`config.mk`:
```
export PLATFORM = sky130hd
export DESIGN_NAME = hamming_enc_stream_flat
export DESIGN_NICKNAME = d
export VERILOG_FILES = /design/src/rtl/hamming_enc_stream_if.sv /design/src/rtl/hamming_enc_stream.sv /design/src/flat_wrapper.sv
export SDC_FILE = /design/constraint.sdc
export NUM_CORES = 1
export LEC_CHECK = 0
export ABC_AREA = 1
export BUFFER_PORTS_ARGS = -buffer_cell sky130_fd_sc_hd__buf_2
export CAP_MARGIN = 25
export CORE_MARGIN = 5
export CORE_UTILIZATION = 51
export CTS_CLUSTER_SIZE = 25
export DETAILED_ROUTE_END_ITERATION = 8
export PLACE_DENSITY = 0.81
export SLEW_MARGIN = 20
export SYNTH_ARGS = -nofsm -noshare
export SYNTH_HDL_FRONTEND = slang
export SYNTH_SLANG_ARGS = --single-unit
```
`constraint.sdc`:
```
create_clock -name clk -period 1.9 [get_ports clk]
set_input_delay 0.285 -clock clk [delete_from_list [all_inputs] [get_ports clk]]
set_output_delay 0.285 -clock clk [all_outputs]
set_load 0.03 [all_outputs]
```
`src/rtl/hamming_enc_stream_if.sv`:
```
// Handshake bundle for the streaming Hamming encoder: source side (word + injection
// control) and sink side (codeword), both seen from the encoder as the slave.
interface hamming_enc_stream_if #(
  parameter int DATA_W = 4,
  parameter int CODE_W = 7,
  parameter int POS_W  = 3
);
  logic              in_valid;
  logic              in_ready;
  logic [DATA_W-1:0] in_data;
  logic              inj_en;
  logic [POS_W-1:0]  inj_pos;
  logic              out_valid;
  logic              out_ready;
  logic [CODE_W-1:0] out_code;

  modport master (
    output in_valid, in_data, inj_en, inj_pos, out_ready,
    input  in_ready, out_valid, out_code
  );

  modport slave (
    input  in_valid, in_data, inj_en, inj_pos, out_ready,
    output in_ready, out_valid, out_code
  );
endinterface

```
`src/rtl/hamming_enc_stream.sv`:
```
// Pipelined Hamming (optionally SECDED) encoder with bit-flip injection, a credit-based
// input handshake and a show-ahead output FIFO.
module hamming_enc_stream #(
  parameter int DATA_W = 4,
  parameter int SECDED = 0,
  parameter int DEPTH  = 4,
  parameter int CNT_W  = 16
) (
  input  logic                   clk,
  input  logic                   rst,
  hamming_enc_stream_if.slave    bus,
  output logic [CNT_W-1:0]       word_count,
  output logic [$clog2(DEPTH):0] fifo_level
);

  function automatic int calc_par_w(input int dw);
    int p;
    p = 1;
    while ((1 << p) < dw + p + 1) p = p + 1;
    return p;
  endfunction

  localparam int PAR_W  = calc_par_w(DATA_W);
  localparam int HAM_W  = DATA_W + PAR_W;
  localparam int CODE_W = HAM_W + SECDED;
  localparam int POS_W  = $clog2(CODE_W);
  localparam int AW     = $clog2(DEPTH);
  localparam int LVL_W  = AW + 1;

  // Data fills non-power-of-two positions; parity j covers positions with bit j set.
  function automatic logic [CODE_W-1:0] encode(input logic [DATA_W-1:0] d);
    logic [HAM_W-1:0]  h;
    logic [CODE_W-1:0] c;
    logic              p;
    int                di;
    h  = '0;
    di = 0;
    for (int i = 1; i <= HAM_W; i++) begin
      if (((i & (i - 1)) != 0) && (di < DATA_W)) begin
        h[i-1] = d[di];
        di = di + 1;
      end
    end
    for (int j = 0; j < PAR_W; j++) begin
      p = 1'b0;
      for (int i = 1; i <= HAM_W; i++) begin
        if (i[j]) p = p ^ h[i-1];
      end
      h[(1 << j) - 1] = p;
    end
    c = '0;
    c[HAM_W-1:0] = h;
    if (SECDED != 0) c[CODE_W-1] = ^h;
    return c;
  endfunction

  function automatic logic [CODE_W-1:0] inject(input logic [CODE_W-1:0] c,
                                               input logic en,
                                               input logic [POS_W-1:0] pos);
    logic [CODE_W-1:0] r;
    r = c;
    if (en && (32'(pos) < CODE_W)) r = c ^ (CODE_W'(1) << pos);
    return r;
  endfunction

  logic                  accept_p0;
  logic                  vld_p1;
  logic [CODE_W-1:0]     code_p1;
  logic [CODE_W-1:0]     mem [DEPTH];
  logic [AW-1:0]         wr_ptr;
  logic [AW-1:0]         rd_ptr;
  logic                  pop;
  logic [LVL_W:0]        credit;

  // Credits count the word sitting in stage 1, so the FIFO write never has to stall.
  assign credit       = {1'b0, fifo_level} + (LVL_W + 1)'(vld_p1);
  assign bus.in_ready = !rst && (credit < (LVL_W + 1)'(DEPTH));
  assign accept_p0    = bus.in_valid && bus.in_ready;

  // Stage 0 -> 1: encode and inject
  always_ff @(posedge clk) begin
    if (rst) vld_p1 <= 1'b0;
    else     vld_p1 <= accept_p0;
  end

  always_ff @(posedge clk) begin
    code_p1 <= inject(encode(bus.in_data), bus.inj_en, bus.inj_pos);
  end

  always_ff @(posedge clk) begin
    if (rst)            word_count <= '0;
    else if (accept_p0) word_count <= word_count + CNT_W'(1);
  end

  // Stage 1 -> FIFO
  always_ff @(posedge clk) begin
    if (vld_p1) mem[wr_ptr] <= code_p1;
  end

  assign bus.out_valid = (fifo_level != '0);
  assign bus.out_code  = bus.out_valid ? mem[rd_ptr] : '0;
  assign pop           = bus.out_valid && bus.out_ready;

  always_ff @(posedge clk) begin
    if (rst) begin
      wr_ptr     <= '0;
      rd_ptr     <= '0;
      fifo_level <= '0;
    end else begin
      if (vld_p1) wr_ptr <= wr_ptr + AW'(1);
      if (pop)    rd_ptr <= rd_ptr + AW'(1);
      case ({vld_p1, pop})
        2'b10:   fifo_level <= fifo_level + LVL_W'(1);
        2'b01:   fifo_level <= fifo_level - LVL_W'(1);
        default: fifo_level <= fifo_level;
      endcase
    end
  end

endmodule

```
`src/flat_wrapper.sv`:
```
// flat-port wrapper written by rule: the top's interface ports become plain ports
module hamming_enc_stream_flat 
#(
  parameter int DATA_W = 4,
  parameter int SECDED = 0,
  parameter int DEPTH  = 4,
  parameter int CNT_W  = 16
)
  (clk, rst, word_count, fifo_level, bus_in_valid, bus_in_data, bus_inj_en, bus_inj_pos, bus_out_ready, bus_in_ready, bus_out_valid, bus_out_code);
  hamming_enc_stream_if #(.DATA_W(DATA_W), .CODE_W(7), .POS_W(3)) bus_i ();
  input  logic clk;
  input  logic rst;
  output logic [CNT_W-1:0] word_count;
  output logic [$clog2(DEPTH):0] fifo_level;
  input wire logic [$bits(bus_i.in_valid)-1:0] bus_in_valid;
  input wire logic [$bits(bus_i.in_data)-1:0] bus_in_data;
  input wire logic [$bits(bus_i.inj_en)-1:0] bus_inj_en;
  input wire logic [$bits(bus_i.inj_pos)-1:0] bus_inj_pos;
  input wire logic [$bits(bus_i.out_ready)-1:0] bus_out_ready;
  output wire logic [$bits(bus_i.in_ready)-1:0] bus_in_ready;
  output wire logic [$bits(bus_i.out_valid)-1:0] bus_out_valid;
  output wire logic [$bits(bus_i.out_code)-1:0] bus_out_code;
  assign bus_i.in_valid = bus_in_valid;
  assign bus_i.in_data = bus_in_data;
  assign bus_i.inj_en = bus_inj_en;
  assign bus_i.inj_pos = bus_inj_pos;
  assign bus_i.out_ready = bus_out_ready;
  assign bus_in_ready = bus_i.in_ready;
  assign bus_out_valid = bus_i.out_valid;
  assign bus_out_code = bus_i.out_code;
  hamming_enc_stream #(.DATA_W(DATA_W), .SECDED(SECDED), .DEPTH(DEPTH), .CNT_W(CNT_W)) u_core (.clk(clk), .rst(rst), .bus(bus_i), .word_count(word_count), .fifo_level(fifo_level));
endmodule
```
==> results of run 1 <==
power groups by stage:
stage | Clock [W] | Combinational, W | Sequential [W]
5_1_grt | 0.00143 | 0.00141 | 0.00165
4_1_cts | 0.00136 | 0.00123 | 0.00162
2_1_floorplan | 0 | 0.000801 | 0.00168
6_report | 0.00134 | 0.00127 | 0.00164
3_3_place_gp | 0 | 0.00119 | 0.00164
3_5_place_dp | 0 | 0.00121 | 0.00165
per-stage QoR:
stage	power, W	utilization, %	TNS (ps)	setup slack, ps	area, sq um
floorplan	0.00248	-	0	56.6	2770
global placement	0.00283	58.7	0	235	3060
detailed placement	0.00286	58.7	0	157	3060
CTS	0.00422	63.4	0	35.4	3300
global route	0.00449	64.0	-10.3	-10.3	3330
finish	0.00425	64.0	0	149	3330
per-layer routing:
metal,GRT usage [%],up-vias
li1,-,1145
met3,4.84,9
met1,19.0,998
met4,7.46,0
met5,0,-
met2,28.4,57
registers in the layout, indices dropped and copies added (netlist names), named ones only:
| register | cells |
|---|---|
| u_core.vld_p1 | 1 |
| u_core.wr_ptr | 2 |
| u_core.mem | 28 |
| u_core.word_count | 16 |
| u_core.fifo_level | 3 |
| u_core.rd_ptr | 2 |
| u_core.code_p1 | 7 |
synthesized netlist by cell type, drive strengths merged:
cell type	number	area share (%)
a21oi	27	4.9
buf	4	0.90
clkbuf	1	0.14
dfxtp	33	24
edfxtp	28	30
fa	1	0.72
ha	6	2.7
inv	40	5.4
nand2	61	8.3
nand3	13	2.8
nand4	2	0.45
nor2	73	11
nor3	2	0.77
o21ai	22	4.0
o21bai	1	0.27
or2	2	0.45
xor2	8	2.5
final cells by class:
class / instances / area [sq um] / area share [%]
clock buffers: 11 / 163 / 4.88
clock inverters: 5 / 78.8 / 2.37
inverters: 40 / 154 / 4.62
multi-input cells: 218 / 1090 / 32.7
flip-flops and latches: 61 / 1510 / 45.3
well taps: 70 / 87.6 / 2.63
repair buffers: 45 / 243 / 7.29
repair inverters: 1 / 7.51 / 0.225
critical path, cell delays in order (launching register included):
cell and delay (ps):
dfxtp_2 410, nor3_4 70, nor2_2 100, ha_1 150, inv_1 70, fa_1 380, a21oi_1 150, o21ai_0 110
xor2_1 150, nor2_1 90
logic make-up (layout without fill, tap and decap cells):
kind of cell,count (synthesis),in the layout
AO/OA/AOI/OAI,50,50
XOR/XNOR,8,8
adder cells (fa/ha/maj),7,7
buffers and inverters,45,102
flip-flops,61,61
AND/OR/NAND/NOR,153,153
how the worst min path moves through the flow:
stage	from	end	slack, ps	depth (start not counted)
finish	bus_in_data[0]	u_core.code_p1[2]$_DFF_P_	190	2
global route	bus_in_data[0]	u_core.code_p1[2]$_DFF_P_	180	2
CTS	bus_in_data[0]	u_core.code_p1[2]$_DFF_P_	180	2
detailed placement	u_core.code_p1[2]$_DFF_P_	u_core.mem[1][2]$_DFFE_PP_	470	0
global placement	u_core.code_p1[0]$_DFF_P_	u_core.mem[2][0]$_DFFE_PP_	460	0
floorplan	bus_in_data[0]	u_core.code_p1[2]$_DFF_P_	380	1
repair_timing:
action                     4_1_cts  5_1_grt
gates resized for setup          1        4
setup buffers                    0        2
setup endpoints to repair        5        6
cloned                           0        1
==> metrics.yaml, run 1 <==
diodes: 0
wl_met2_um: 2740
power_switching_w: 0.00148
ys_seq_elements: 61
grt_start_max_net_pins: 18
grt_pass1_vias: 2070
max_freq_mhz: 571
dr.pass1.iters: 5
cp-end-kind: "register"
clock_latency_ps: 330
switching_share_pct: 34.8
ctsRootBufferMaster: "clkbuf_8"
cts_htree_levels: 3
coreArea_sq_um: 5200
worstReg2RegEnd: "u_core.fifo_level[2]$_SDFFE_PP0P_"
layoutNonFillerInstCount: 451
synth_warnings: 0
drive_gt1_share_pct: 20.5
synth_top_family_by_area: "simple AND/OR/NAND/NOR gates"
cts.sinks: 61
maxCapViolations: 0
worstPathMaxFanout: 4
antenna_found_initial: 0
fillers: 429
reg2reg_slack_ps: 150
period_share_pct: 92.1
gp_congestion: 0.845
final_common_cell: "nor2_1"
port_buffers: 39
pwr-share-clk_pct: 31.6
wl_met3_um: 290
ys_types: 26
post_drt_wl_per_cell_um: 12.2
gr-usage-all-layers_pct: 16.6
leakage_nw: 1.50
antenna_left: 0
fin_skew_ps: 6.49
cts_hold_buf: 0
p_int_w: 0.00277
synthMuxAreaShare_pct: 0
synth_compound_area_share_pct: 9.13
finalHoldViolCount: 0
grt_first_pass_wirelength_um: 9220
met1_length_um: 2360
drtIter0Drc: 148
die_h_um: 83.7
routed_wl_um: 5480
ios: 40
worstPathArrival_ps: 2020
synthSimpleGateAreaFrac_pct: 24.2
place_inst: 432
path_clk_slew_ps: 70
slew_violations: 0
min_period_ps: 1750
seqPwrFrac_pct: 38.5
setup_viol: 0
grt_overflow: 0
layout_common_cells: "67 x nor2_1, 61 x nand2_1, 38 x inv_1, 38 x buf_2, 29 x dfxtp_1"
cts_buffers: 9
outcome: "finished clean"
max_slew.worst_pin.slew_ps: 518
r2r_cells: 9
cp.required_ps: 2160
routed.top_layer: "met4"
area_growth_pct: 20.3
slew_headroom_pct: 65.4
power.density_nw_per_um2: 1280
synth_xor_area_share_pct: 2.53
power_frac_comb_pct: 29.9
ys_seq_area_share_pct: 54.2
r2r-start: "u_core.fifo_level[2]$_SDFFE_PP0P_"
worstSetupStartpoint: "u_core.fifo_level[2]$_SDFFE_PP0P_"
dieArea_sq_um: 7000
clockBufferDepth: 2
synth_area_per_cell_sq_um: 8.55
rows: 26
syn_inst: 324
start_util_pct: 53.2
endpoint: "u_core.fifo_level[2]$_SDFFE_PP0P_"
syn_area_sq_um: 2770
vias_per_cell: 4.90
crit_type: "reg2reg"
vias: 2209
hpwl_um: 3720
ir_worst_vdd_v: 0.000711
nets: 395
hold_class: "in2reg"
synth_nets: 343
drc_errors: 0
cts_tree: "built"
start_kind: "register"
die_x_um: 83.7
hold_slack_ps: 194
synthAdderAreaFrac_pct: 3.43
Power figures use the tool's default switching activity.
==> inputs of run 2 (changes only) <==
- SETUP_SLACK_MARGIN: not set -> 0.4
- clock period: 1.9 -> 1.5 ns (I/O delays scaled with it)
==> run 2 against run 1 <==
  * Combinational power is 90% higher
  * Cell count up 5.3%
  * Critical path depth decreased by 4
  * The flow now finishes with violations (setup timing)
  * Power grew 46%
  * Core utilization is 14 points higher
  * Highest routed layer unchanged
  * Clock skew is 2.2 ps higher
==> metrics.yaml, run 2 (same netlist as run 1, synthesis figures left out) <==
outcome: "finished with violations"
violations: "setup timing"
multiInputGateArea_sq_um: 1330
crit_chain: "inv_1 > nor2_1 > o21ai_0 > a21oi_1 > buf_4"
grt_first_pass_wirelength_um: 11100
grt_pass1_vias: 2351
nets: 419
post_drt_wl_per_cell_um: 16.1
antenna_found_initial: 0
cp-end-kind: "primary output"
max_freq_mhz: 585
ir_worst_vdd_v: 0.00108
port_buffers: 39
finalPower_w: 0.00622
rows: 26
start_kind: "register"
start_util_pct: 53.2
max_slew.worst_pin.slew_ps: 342
die_x_um: 83.7
leakage_nw: 1.68
hpwl_um: 3880
cts.sinks: 61
gr-usage-all-layers_pct: 20.2
gp_congestion: 0.778
min_period_ps: 1710
max_stage_delay_ps: 370
worstPathArrival_ps: 1490
slew_violations: 0
die_h_um: 83.7
ios: 40
setup_viol: 12
vias: 2527
fillers: 294
slew_headroom_pct: 77.0
critical_path_buf_inv_count: 2
dieArea_sq_um: 7000
routed_wl_um: 7670
hold_class: "in2reg"
drtIter0Drc: 174
finalSetupTns_ps: -1490
place_inst: 440
layoutNonFillerInstCount: 475
ctsRootBufferMaster: "clkbuf_8"
fin_skew_ps: 8.72
grt_overflow: 0
worst_path_max_delay_cell: "dfxtp_1"
dr.pass1.iters: 5
crit_type: "reg2out"
rsz0062_at_grt: "true"
clockBufferDepth: 2
layout_common_cells: "59 x nor2_1, 52 x nand2_1, 37 x buf_6, 29 x inv_1, 28 x edfxtp_1"
reg_top3: "u_core.mem: 28 flops, u_core.word_count: 16 flops, u_core.code_p1: 7 flops"
drive_gt1_share_pct: 42.0
hold_slack_ps: 127
setup_slack_ps: -210
antenna_left: 0
largest_register: "u_core.mem"
clock_latency_ps: 350
cp.required_ps: 1270
diodes: 0
vias_per_cell: 5.32
drc_errors: 0
cts_htree_levels: 3
coreArea_sq_um: 5200
area_growth_pct: 45.9
crit_family: "flip-flops"
register_area_sq_um: 1580
maxCapViolations: 0
finalHoldViolCount: 0
worstPathMaxFanout: 7
period_share_pct: 114
cts_buffers: 9
largest_reg_flops: 28
final_common_cell: "nor2_1"
dpl_worst_slack_ps: -74.8
path_clk_slew_ps: 70
power.density_nw_per_um2: 1540
cts_tree: "built"
grt_start_max_net_pins: 15
==> run 2: power by group <==
part | switching, W | internal [W] | leakage, nW | total, W
clock | 0.000648 | 0.00110 | 0.116 | 0.00175
sequential | 0.000160 | 0.00190 | 0.541 | 0.00206
combinational | 0.00142 | 0.000992 | 1.02 | 0.00241
==> run 2: cell type report <==
type                            count  share of cell area (%)
Sequential cell                    61                    39.2
Multi-Input combinational cell    220                    33.0
Timing Repair Buffer               68                    15.3
Inverter                           40                    4.43
Clock buffer                       10                    3.16
Clock inverter                      6                    2.76
Tap cell                           70                    2.17
==> run 2: final timing paths <==
check	from	end	slack (ps)	depth (start not counted)
worst min-delay path	bus_in_data[0]	u_core.code_p1[2]$_DFF_P_	130	2
worst min register to register	u_core.code_p1[6]$_DFF_P_	u_core.mem[0][6]$_DFFE_PP_	480	0
worst max register to register	u_core.fifo_level[2]$_SDFFE_PP0P_	u_core.fifo_level[1]$_SDFFE_PP0P_	-130	8
worst max-delay path	register	bus_out_code[3]	-210	5
==> run 2: timing repair <==
| action | 4_1_cts | 5_1_grt |
|---|---|---|
| setup buffers | 11 | 6 |
| pin swaps | 20 | 26 |
| setup endpoints to repair | 80 | 79 |
| cloned | 2 | 0 |
| hold buffers | 0 | 0 |
| resized for setup | 99 | 56 |
==> run 2: layer usage <==
metal  vias to the layer above  track usage, %  wire, um
met5                         -               0         0
met3                        39            5.43       502
met2                       122            36.1      4050
met4                         0            9.65       340
li1                       1197               -         -
met1                      1169            21.9      2770
==> run 2: metrics by stage <==
stage                     area (sq um)  util, %
after global routing              4040     77.6
final                             4040     77.6
after detailed placement          3190     61.3
after CTS                         3830     73.5
after global placement            3190     61.3
after floorplan                   2840        -
==> inputs of run 3 (changes only) <==
- CORE_ASPECT_RATIO: not set -> 0.9
==> run 3 against run 2 <==
  * Power is 4.2% lower
  * Critical path depth stayed put
  * Sequential power hardly changed
  * Largest power group unchanged
  * Global-route usage is 0.74 points lower
  * Hold slack worse by 2.5 ps
  * Via count is 5.0% lower
  * Critical path type unchanged
  * Worst setup slack better by 47 ps
  * The flow still finishes with violations (setup timing)
  * Non-clock buffer count is 3 higher
==> metrics.yaml, run 3 (same netlist as run 1, synthesis figures left out) <==
grt_start_max_net_pins: 13
dieArea_sq_um: 7000
reg_top3: "u_core.mem: 28 flops, u_core.word_count: 16 flops, u_core.code_p1: 7 flops"
setup_slack_ps: -163
wl_met2_um: 3430
setup_viol: 17
start_util_pct: 52.7
die_h_um: 79.9
holdPathEnd: "u_core.code_p1[2]$_DFF_P_"
clock_latency_ps: 330
largest_reg_flops: 28
grt_pass1_vias: 2192
routed.top_layer: "met4"
layout_common_cells: "63 x nor2_1, 58 x nand2_1, 35 x buf_6, 30 x inv_1, 28 x edfxtp_1"
routed_wl_um: 6430
r2r_cells: 8
leakage_nw: 1.65
rsz0062_at_grt: "true"
hpwl_um: 3840
hold_depth: 2
final_common_cell: "nor2_1"
cts.sinks: 61
power.density_nw_per_um2: 1510
finalSetupTns_ps: -1630
antenna_found_initial: 0
nets: 422
start_kind: "register"
power_frac_comb_pct: 43.1
r2r-start: "u_core.fifo_level[2]$_SDFFE_PP0P_"
drtIter0Drc: 179
max_slew.worst_pin.slew_ps: 312
power_switching_w: 0.00216
path_clk_slew_ps: 60
cts_buffers: 9
vias: 2400
pwr-share-clk_pct: 22.8
ctsRootBufferMaster: "clkbuf_8"
die_x_um: 87.7
gp_congestion: 0.836
fillers: 347
worstReg2RegEnd: "u_core.fifo_level[1]$_SDFFE_PP0P_"
dr.pass1.iters: 6
post_drt_wl_per_cell_um: 13.5
vias_per_cell: 5.05
wl_met3_um: 343
diodes: 0
drc_errors: 0
clockBufferDepth: 2
port_buffers: 39
switching_share_pct: 36.2
largest_register: "u_core.mem"
violations: "setup timing"
cp-end-kind: "primary output"
p_int_w: 0.00380
slew_headroom_pct: 79.2
post-route-util_pct: 75.1
worstPathArrival_ps: 1440
fin_skew_ps: 6.63
maxCapViolations: 0
coreArea_sq_um: 5260
outcome: "finished with violations"
period_share_pct: 111
grt_first_pass_wirelength_um: 10300
antenna_left: 0
gr-usage-all-layers_pct: 19.4
hold_class: "in2reg"
cp.required_ps: 1270
cts_htree_levels: 3
max_freq_mhz: 601
min_period_ps: 1660
drive_gt1_share_pct: 38.2
min-delay-start: "bus_in_data[0]"
rows: 25
ios: 40
grt_overflow: 0
slew_violations: 0
area_growth_pct: 42.5
crit_type: "reg2out"
seqPwrFrac_pct: 34.1
cts_tree: "built"
ir_worst_vdd_v: 0.00140
worstPathMaxFanout: 9
reg2reg_slack_ps: -150
dpl_worst_slack_ps: -76.0
hold_slack_ps: 125
met1_length_um: 2540
finalHoldViolCount: 0
run 3: final cells by class:
class | instances | area (sq um) | area share, %
multi-input combinational | 220 | 1270 | 32.3
tap | 67 | 83.8 | 2.12
timing repair buffer | 71 | 664 | 16.8
clock buffer | 10 | 128 | 3.24
clock inverter | 6 | 53.8 | 1.36
sequential | 61 | 1580 | 39.9
inverter | 40 | 165 | 4.19
run 3: power by group through the flow:
stage	registers [W]	logic, W	clock network [W]
after floorplan	0.00214	0.00108	0
after global placement	0.00203	0.00176	0
after detailed placement	0.00205	0.00180	0
after CTS	0.00203	0.00221	0.00137
after global routing	0.00205	0.00277	0.00147
final	0.00203	0.00257	0.00136
run 3: metal layers:
metal	up-vias	GRT usage (%)
met1	1109	22.7
met5	-	0
met3	9	4.85
met2	79	33.5
met4	0	8.28
li1	1203	-
run 3: worst max path at each step:
stage | end | from | slack (ps) | depth (start not counted)
after global placement | u_core.fifo_level[2]$_SDFFE_PP0P_ | u_core.fifo_level[0]$_SDFFE_PP0P_ | -30 | 9
after floorplan | u_core.fifo_level[1]$_SDFFE_PP0P_ | u_core.fifo_level[1]$_SDFFE_PP0P_ | -230 | 8
after CTS | bus_out_code[2] | register | -150 | 6
after detailed placement | u_core.fifo_level[2]$_SDFFE_PP0P_ | u_core.fifo_level[0]$_SDFFE_PP0P_ | -80 | 9
after global routing | bus_out_code[3] | u_core.fifo_level[2]$_SDFFE_PP0P_ | -240 | 5
final | bus_out_code[4] | u_core.fifo_level[2]$_SDFFE_PP0P_ | -160 | 5
run 3: critical path, cell delays in order (launching register included):
cell and delay, ps:
dfxtp_4 360, nor3_4 240, buf_4 160, buf_8 130, a21oi_1 50, buf_4 170
run 3: through the flow:
stage	area (sq um)	instances	total power, W
CTS	3720	464	0.00560
global route	3950	475	0.00629
global placement	3200	439	0.00379
floorplan	2840	324	0.00321
detailed placement	3200	439	0.00385
finish	3950	475	0.00596
run 3: what timing repair did:
item | in CTS | in global routing
gates resized for setup | 93 | 41
gates cloned | 2 | 0
pin swaps | 22 | 21
setup endpoints to repair | 79 | 81
buffers inserted | 7 | 11
hold buffers | 0 | 0
